$ cat src/rtl/loadq_pipe_sel_if.sv
// Connection between the LDQ entry array / mempipe arbiter and the pipe selector.
// The slave side is the selector; the master side drives entry requests and the arbiter grant.
interface loadq_pipe_sel_if #(
  parameter int LDQ_NUM_ENTRIES = 8,
  parameter int PKT_W           = 16
);
  logic                                  nuke_rb1_valid;
  logic [LDQ_NUM_ENTRIES-1:0]            e_pipe_req_mm0;
  logic [LDQ_NUM_ENTRIES-1:0][PKT_W-1:0] e_pipe_req_pkt_mm0;
  logic [LDQ_NUM_ENTRIES-1:0]            e_pipe_gnt_mm0;
  logic                                  ldq_req_mm0;
  logic [PKT_W-1:0]                      ldq_req_pkt_mm0;
  logic                                  ldq_starve_mm0;
  logic                                  ldq_gnt_mm0;

  modport master (
    output nuke_rb1_valid, e_pipe_req_mm0, e_pipe_req_pkt_mm0, ldq_gnt_mm0,
    input  e_pipe_gnt_mm0, ldq_req_mm0, ldq_req_pkt_mm0, ldq_starve_mm0
  );

  modport slave (
    input  nuke_rb1_valid, e_pipe_req_mm0, e_pipe_req_pkt_mm0, ldq_gnt_mm0,
    output e_pipe_gnt_mm0, ldq_req_mm0, ldq_req_pkt_mm0, ldq_starve_mm0
  );
endinterface

$ cat src/rtl/loadq_pipe_sel.sv
// Picks one LDQ entry per cycle for the mempipe arbiter: lock-until-granted on stall,
// round-robin otherwise, with a saturating starvation counter feeding an escalation hint.
module loadq_pipe_sel #(
  parameter int LDQ_NUM_ENTRIES = 8,
  parameter int STARVE_THRESH   = 15,
  parameter int PKT_W           = 16
) (
  input logic              clk,
  input logic              reset,
  loadq_pipe_sel_if.slave  lq
);
  localparam int IDW = $clog2(LDQ_NUM_ENTRIES);

  logic [IDW-1:0] rr_ptr;
  logic [IDW-1:0] lock_id;
  logic           lock_vld;
  logic [7:0]     starve_cnt;
  logic [IDW-1:0] sel;
  logic           req_any;

  assign req_any = |lq.e_pipe_req_mm0;

  // Lock wins only while the locked entry still requests; otherwise scan from rr_ptr with wrap.
  always_comb begin
    logic           found;
    logic [IDW-1:0] idx;
    sel   = rr_ptr;
    found = 1'b0;
    idx   = '0;
    if (lock_vld && lq.e_pipe_req_mm0[lock_id]) begin
      sel = lock_id;
    end else begin
      for (int k = 0; k < LDQ_NUM_ENTRIES; k++) begin
        idx = rr_ptr + IDW'(k);
        if (!found && lq.e_pipe_req_mm0[idx]) begin
          sel   = idx;
          found = 1'b1;
        end
      end
    end
  end

  assign lq.ldq_req_mm0     = req_any;
  assign lq.ldq_req_pkt_mm0 = req_any ? lq.e_pipe_req_pkt_mm0[sel] : '0;
  assign lq.e_pipe_gnt_mm0  = (!reset && lq.ldq_gnt_mm0 && req_any)
                              ? (LDQ_NUM_ENTRIES'(1) << sel) : '0;
  assign lq.ldq_starve_mm0  = req_any && (starve_cnt >= 8'(STARVE_THRESH));

  always_ff @(posedge clk) begin
    if (reset) begin
      rr_ptr     <= '0;
      lock_id    <= '0;
      lock_vld   <= 1'b0;
      starve_cnt <= '0;
    end else begin
      if (req_any) begin
        if (lq.ldq_gnt_mm0) begin
          rr_ptr     <= sel + 1'b1;
          lock_vld   <= 1'b0;
          starve_cnt <= '0;
        end else begin
          lock_vld <= 1'b1;
          lock_id  <= sel;
          if (starve_cnt != 8'hff) starve_cnt <= starve_cnt + 8'd1;
        end
      end else begin
        lock_vld   <= 1'b0;
        starve_cnt <= '0;
      end
      // Nuke overrides any stall update but leaves the grant-driven rr_ptr advance intact.
      if (lq.nuke_rb1_valid) begin
        lock_vld   <= 1'b0;
        starve_cnt <= '0;
      end
    end
  end

  a_gnt_onehot0: assert property (@(posedge clk) $onehot0(lq.e_pipe_gnt_mm0));
  a_gnt_to_req:  assert property (@(posedge clk)
                   (lq.e_pipe_gnt_mm0 & ~lq.e_pipe_req_mm0) == '0);
  a_lock_stable: assert property (@(posedge clk) disable iff (reset)
                   (lock_vld && lq.e_pipe_req_mm0[lock_id])
                   |-> lq.ldq_req_pkt_mm0 == $past(lq.ldq_req_pkt_mm0));
endmodule
$ cat src/flat_wrapper.sv
// flat-port wrapper written by rule: the top's interface ports become plain ports
module loadq_pipe_sel_flat 
#(
  parameter int LDQ_NUM_ENTRIES = 8,
  parameter int STARVE_THRESH   = 15,
  parameter int PKT_W           = 16
)
  (clk, reset, lq_nuke_rb1_valid, lq_e_pipe_req_mm0, lq_e_pipe_req_pkt_mm0, lq_ldq_gnt_mm0, lq_e_pipe_gnt_mm0, lq_ldq_req_mm0, lq_ldq_req_pkt_mm0, lq_ldq_starve_mm0);
  loadq_pipe_sel_if #(.LDQ_NUM_ENTRIES(LDQ_NUM_ENTRIES), .PKT_W(PKT_W)) lq_i ();
  input logic clk;
  input logic reset;
  input wire logic [$bits(lq_i.nuke_rb1_valid)-1:0] lq_nuke_rb1_valid;
  input wire logic [$bits(lq_i.e_pipe_req_mm0)-1:0] lq_e_pipe_req_mm0;
  input wire logic [$bits(lq_i.e_pipe_req_pkt_mm0)-1:0] lq_e_pipe_req_pkt_mm0;
  input wire logic [$bits(lq_i.ldq_gnt_mm0)-1:0] lq_ldq_gnt_mm0;
  output wire logic [$bits(lq_i.e_pipe_gnt_mm0)-1:0] lq_e_pipe_gnt_mm0;
  output wire logic [$bits(lq_i.ldq_req_mm0)-1:0] lq_ldq_req_mm0;
  output wire logic [$bits(lq_i.ldq_req_pkt_mm0)-1:0] lq_ldq_req_pkt_mm0;
  output wire logic [$bits(lq_i.ldq_starve_mm0)-1:0] lq_ldq_starve_mm0;
  assign lq_i.nuke_rb1_valid = lq_nuke_rb1_valid;
  assign lq_i.e_pipe_req_mm0 = lq_e_pipe_req_mm0;
  assign lq_i.e_pipe_req_pkt_mm0 = lq_e_pipe_req_pkt_mm0;
  assign lq_i.ldq_gnt_mm0 = lq_ldq_gnt_mm0;
  assign lq_e_pipe_gnt_mm0 = lq_i.e_pipe_gnt_mm0;
  assign lq_ldq_req_mm0 = lq_i.ldq_req_mm0;
  assign lq_ldq_req_pkt_mm0 = lq_i.ldq_req_pkt_mm0;
  assign lq_ldq_starve_mm0 = lq_i.ldq_starve_mm0;
  loadq_pipe_sel #(.LDQ_NUM_ENTRIES(LDQ_NUM_ENTRIES), .STARVE_THRESH(STARVE_THRESH), .PKT_W(PKT_W)) u_core (.clk(clk), .reset(reset), .lq(lq_i));
endmodule
$ cat config.mk
export PLATFORM = sky130hd
export DESIGN_NAME = loadq_pipe_sel_flat
export DESIGN_NICKNAME = d
export VERILOG_FILES = /design/src/rtl/loadq_pipe_sel_if.sv /design/src/rtl/loadq_pipe_sel.sv /design/src/flat_wrapper.sv
export SDC_FILE = /design/constraint.sdc
export NUM_CORES = 1
export LEC_CHECK = 0
export ABC_AREA = 1
export CORE_MARGIN = 2
export CORE_UTILIZATION = 37
export DETAILED_ROUTE_END_ITERATION = 7
export GPL_TIMING_DRIVEN = 0
export PLACE_DENSITY = 0.78
export SLEW_MARGIN = 0
export SYNTH_ARGS = -nofsm -noshare
export SYNTH_HDL_FRONTEND = slang
export SYNTH_SLANG_ARGS = --single-unit
$ cat constraint.sdc
create_clock -name clk -period 3.5 [get_ports clk]
set_input_delay 0.7 -clock clk [delete_from_list [all_inputs] [get_ports clk]]
set_output_delay 0.7 -clock clk [all_outputs]
set_load 0.02 [all_outputs]
==> results.py <==
metrics = {
    "worst_setup_path": {
        "critPathKind": "reg2out",
        "end_kind": "output pin",
        "worstPathArrival_ns": 3.23,
        "crit_required_ns": 2.80,
        "cp_max_fo": 10,
        "critPathLaunchType": "register",
    },
    "sta": {
        "final-max-slew-violation-count": 0,
        "finalSetupViolations": 24,
        "finalHoldViolCount": 0,
        "finalSetupTns_ns": -9.12,
        "fin_crit_ns": 3.93,
        "max_freq_mhz": 254,
        "maxSlewHeadroom_pct": 50.0,
        "tightest_slew_ns": 0.748,
        "period_share_pct": 112,
        "fin_hold_ws_ns": 0.496,
        "grt_setup_unrepaired": "true",
        "skew_ns": 0.00338,
        "setup_slack_ns": -0.432,
    },
    "cts": {
        "numCtsBuffers": 3,
        "cts_tree": "yes",
        "ctsHoldBuffers": 0,
        "cts.sinks": 15,
        "cts_max_path_buffers": 2,
        "clk_latency_ns": 0.25,
        "clock-root-buffer": "clkbuf_8",
        "htree_levels": 1,
        "path_clk_slew_ns": 0.06,
    },
    "finish": {
        "diodes": 0,
        "layout_common_cells": "nand3_1 (132), clkdlybuf4s50_1 (132), nand2_1 (129), inv_1 (73), buf_4 (42)",
        "drive_gt1_share_pct": 29.3,
        "final_nets": 972,
        "utilization_pct": 73.9,
        "fin_cells": 927,
        "syn2layout_area_growth_pct": 91.8,
    },
    "detailed_routing": {
        "drcViolationCount": 0,
        "routed_wl_um": 15700,
        "drt-initial-drc-count": 254,
        "vias_per_cell": 5.55,
        "firstDrtPassIters": 5,
        "drtAntennaViolNets": 0,
        "wire_per_inst_um": 16.9,
        "num_vias": 5148,
    },
    "grt": {
        "grt_max_degree": 12,
        "antenna_found_initial": 0,
        "track_usage_pct": 30.2,
        "grt-ovfl-total": 0,
        "first_global_vias": 4897,
        "grt_pass1_wl_um": 23700,
    },
    "floorplanning": {
        "die_y_um": 97.0,
        "coreArea_um2": 8300,
        "die_w_um": 97.0,
        "core.rowCount": 33,
        "ioPinCount": 166,
        "die-area_um2": 9400,
        "start_util_pct": 38.5,
    },
    "synthesis": {
        "ys_seq_area_share_pct": 9.39,
        "ys_warn_count": 0,
        "synth_flop_cell": "dfxtp_1",
        "synth-edff-count": 0,
        "ys_seq_elements": 15,
        "synth_cell_types": 33,
        "synth_fp_nets": 767,
        "avgSynthCellArea_um2": 5.17,
        "synthCells": 618,
        "synthArstFlopShare_pct": 0,
        "syn_area_um2": 3200,
    },
    "place": {
        "dp_hpwl_um": 11400,
        "io_buffer_count": 165,
        "place.gp.congestion": 0.898,
        "place_inst": 888,
    },
    "status": {
        "status": "finished, violations left",
        "violations": "negative setup slack",
    },
    "hold_path": {
        "hold_class": "reg2reg",
    },
    "job": {
        "max_cap_viol_count": 0,
    },
}
## metrics by stage
| stage | worst slack (ns) | instance area (um^2) |
|---|---|---|
| after floorplan | 0.0918 | 3290 |
| after global routing | -0.565 | 6130 |
| after detailed placement | -1.34 | 5080 |
| final | -0.432 | 6130 |
| after global placement | -1.25 | 5080 |
| after CTS | -0.320 | 5850 |
## state kept, by name, summed over array words and instances, names as in the netlist
name,count
u_core.lock_id,3
u_core.lock_vld,1
u_core.rr_ptr,3
u_core.starve_cnt,8
## cells in the mapped netlist, drive strengths merged (2+ instances only)
cell type / n / area share [%]
nand3: 174 / 28
nand2: 170 / 20
inv: 86 / 10
nor2: 38 / 4.8
a21oi: 32 / 5.0
buf: 26 / 5.8
nand3b: 17 / 4.0
dfxtp: 15 / 9.4
o21ai: 13 / 2.0
nor3: 10 / 1.9
clkbuf: 9 / 1.1
ha: 9 / 3.5
nand4: 5 / 0.98
xnor2: 3 / 0.82
xor2: 2 / 0.55
## kinds of logic (layout without fill, tap and decap cells)
kind of cell	after synthesis	after routing	share of synthesized area (%)
xor gates and xnor gates	5	5	1.37
and+or+nand+nor	417	417	60.3
AOI/OAI and AO/OA	50	50	8.37
buffers and inverters	122	326	17.0
adders and majority gates	9	9	3.52
DFF	15	15	9.39
## area by class of cell
type / instances / area [um^2]
plain buffers: 35 / 360
repair buffers: 200 / 1950
multi-input cells: 481 / 2990
well taps: 105 / 131
fillers: 645 / 2170
flip-flops and latches: 15 / 305
inverters: 87 / 354
clock buffers: 4 / 45.0
## critical path: stages, from the launching register on
cell and delay (ns):
dfxtp_2 0.36, buf_6 0.13, inv_8 0.03, ha_4 0.34
inv_6 0.06, nand3_4 0.09, nand2_2 0.07, buf_4 0.14
o21bai_4 0.19, buf_6 0.13, nand3_2 0.10, nand2_1 0.08
nand2_1 0.06, nand2_2 0.10, nand3_4 0.10, buf_8 0.17
buf_6 0.14, nand3b_1 0.08, nand3_1 0.10, nand3_2 0.10
nand2_1 0.08, nor2_1 0.14, buf_4 0.16
## metal layers
metal	up-vias	share of wire [%]	GRT usage, %
li1	2432	-	-
met1	2344	38	36.0
met2	307	49	54.0
met3	65	8.2	4.34
met4	0	4.5	12.0
met5	-	0	0
## path summary, 6_finish.rpt
kind                        start               endpoint  slack [ns]  cells after the start
max reg2reg      u_core.rr_ptr[1]       u_core.rr_ptr[2]        0.39                     21
max              u_core.rr_ptr[1]  lq_ldq_req_pkt_mm0[8]       -0.43                     22
min          u_core.starve_cnt[1]   u_core.starve_cnt[1]        0.50                      2
min reg2reg  u_core.starve_cnt[1]   u_core.starve_cnt[1]        0.50                      2
## what timing repair did
| action | in CTS | in global routing |
|---|---|---|
| gates cloned | 3 | 0 |
| setup endpoints to repair | 26 | 24 |
| resized for setup | 290 | 67 |
| pin swaps | 59 | 40 |
| hold endpoints to repair | 0 | 0 |
| buffers inserted | 24 | 9 |
Power is not shown: default switching activity piles up to over one toggle a cycle in this logic, so the estimate is an artifact.
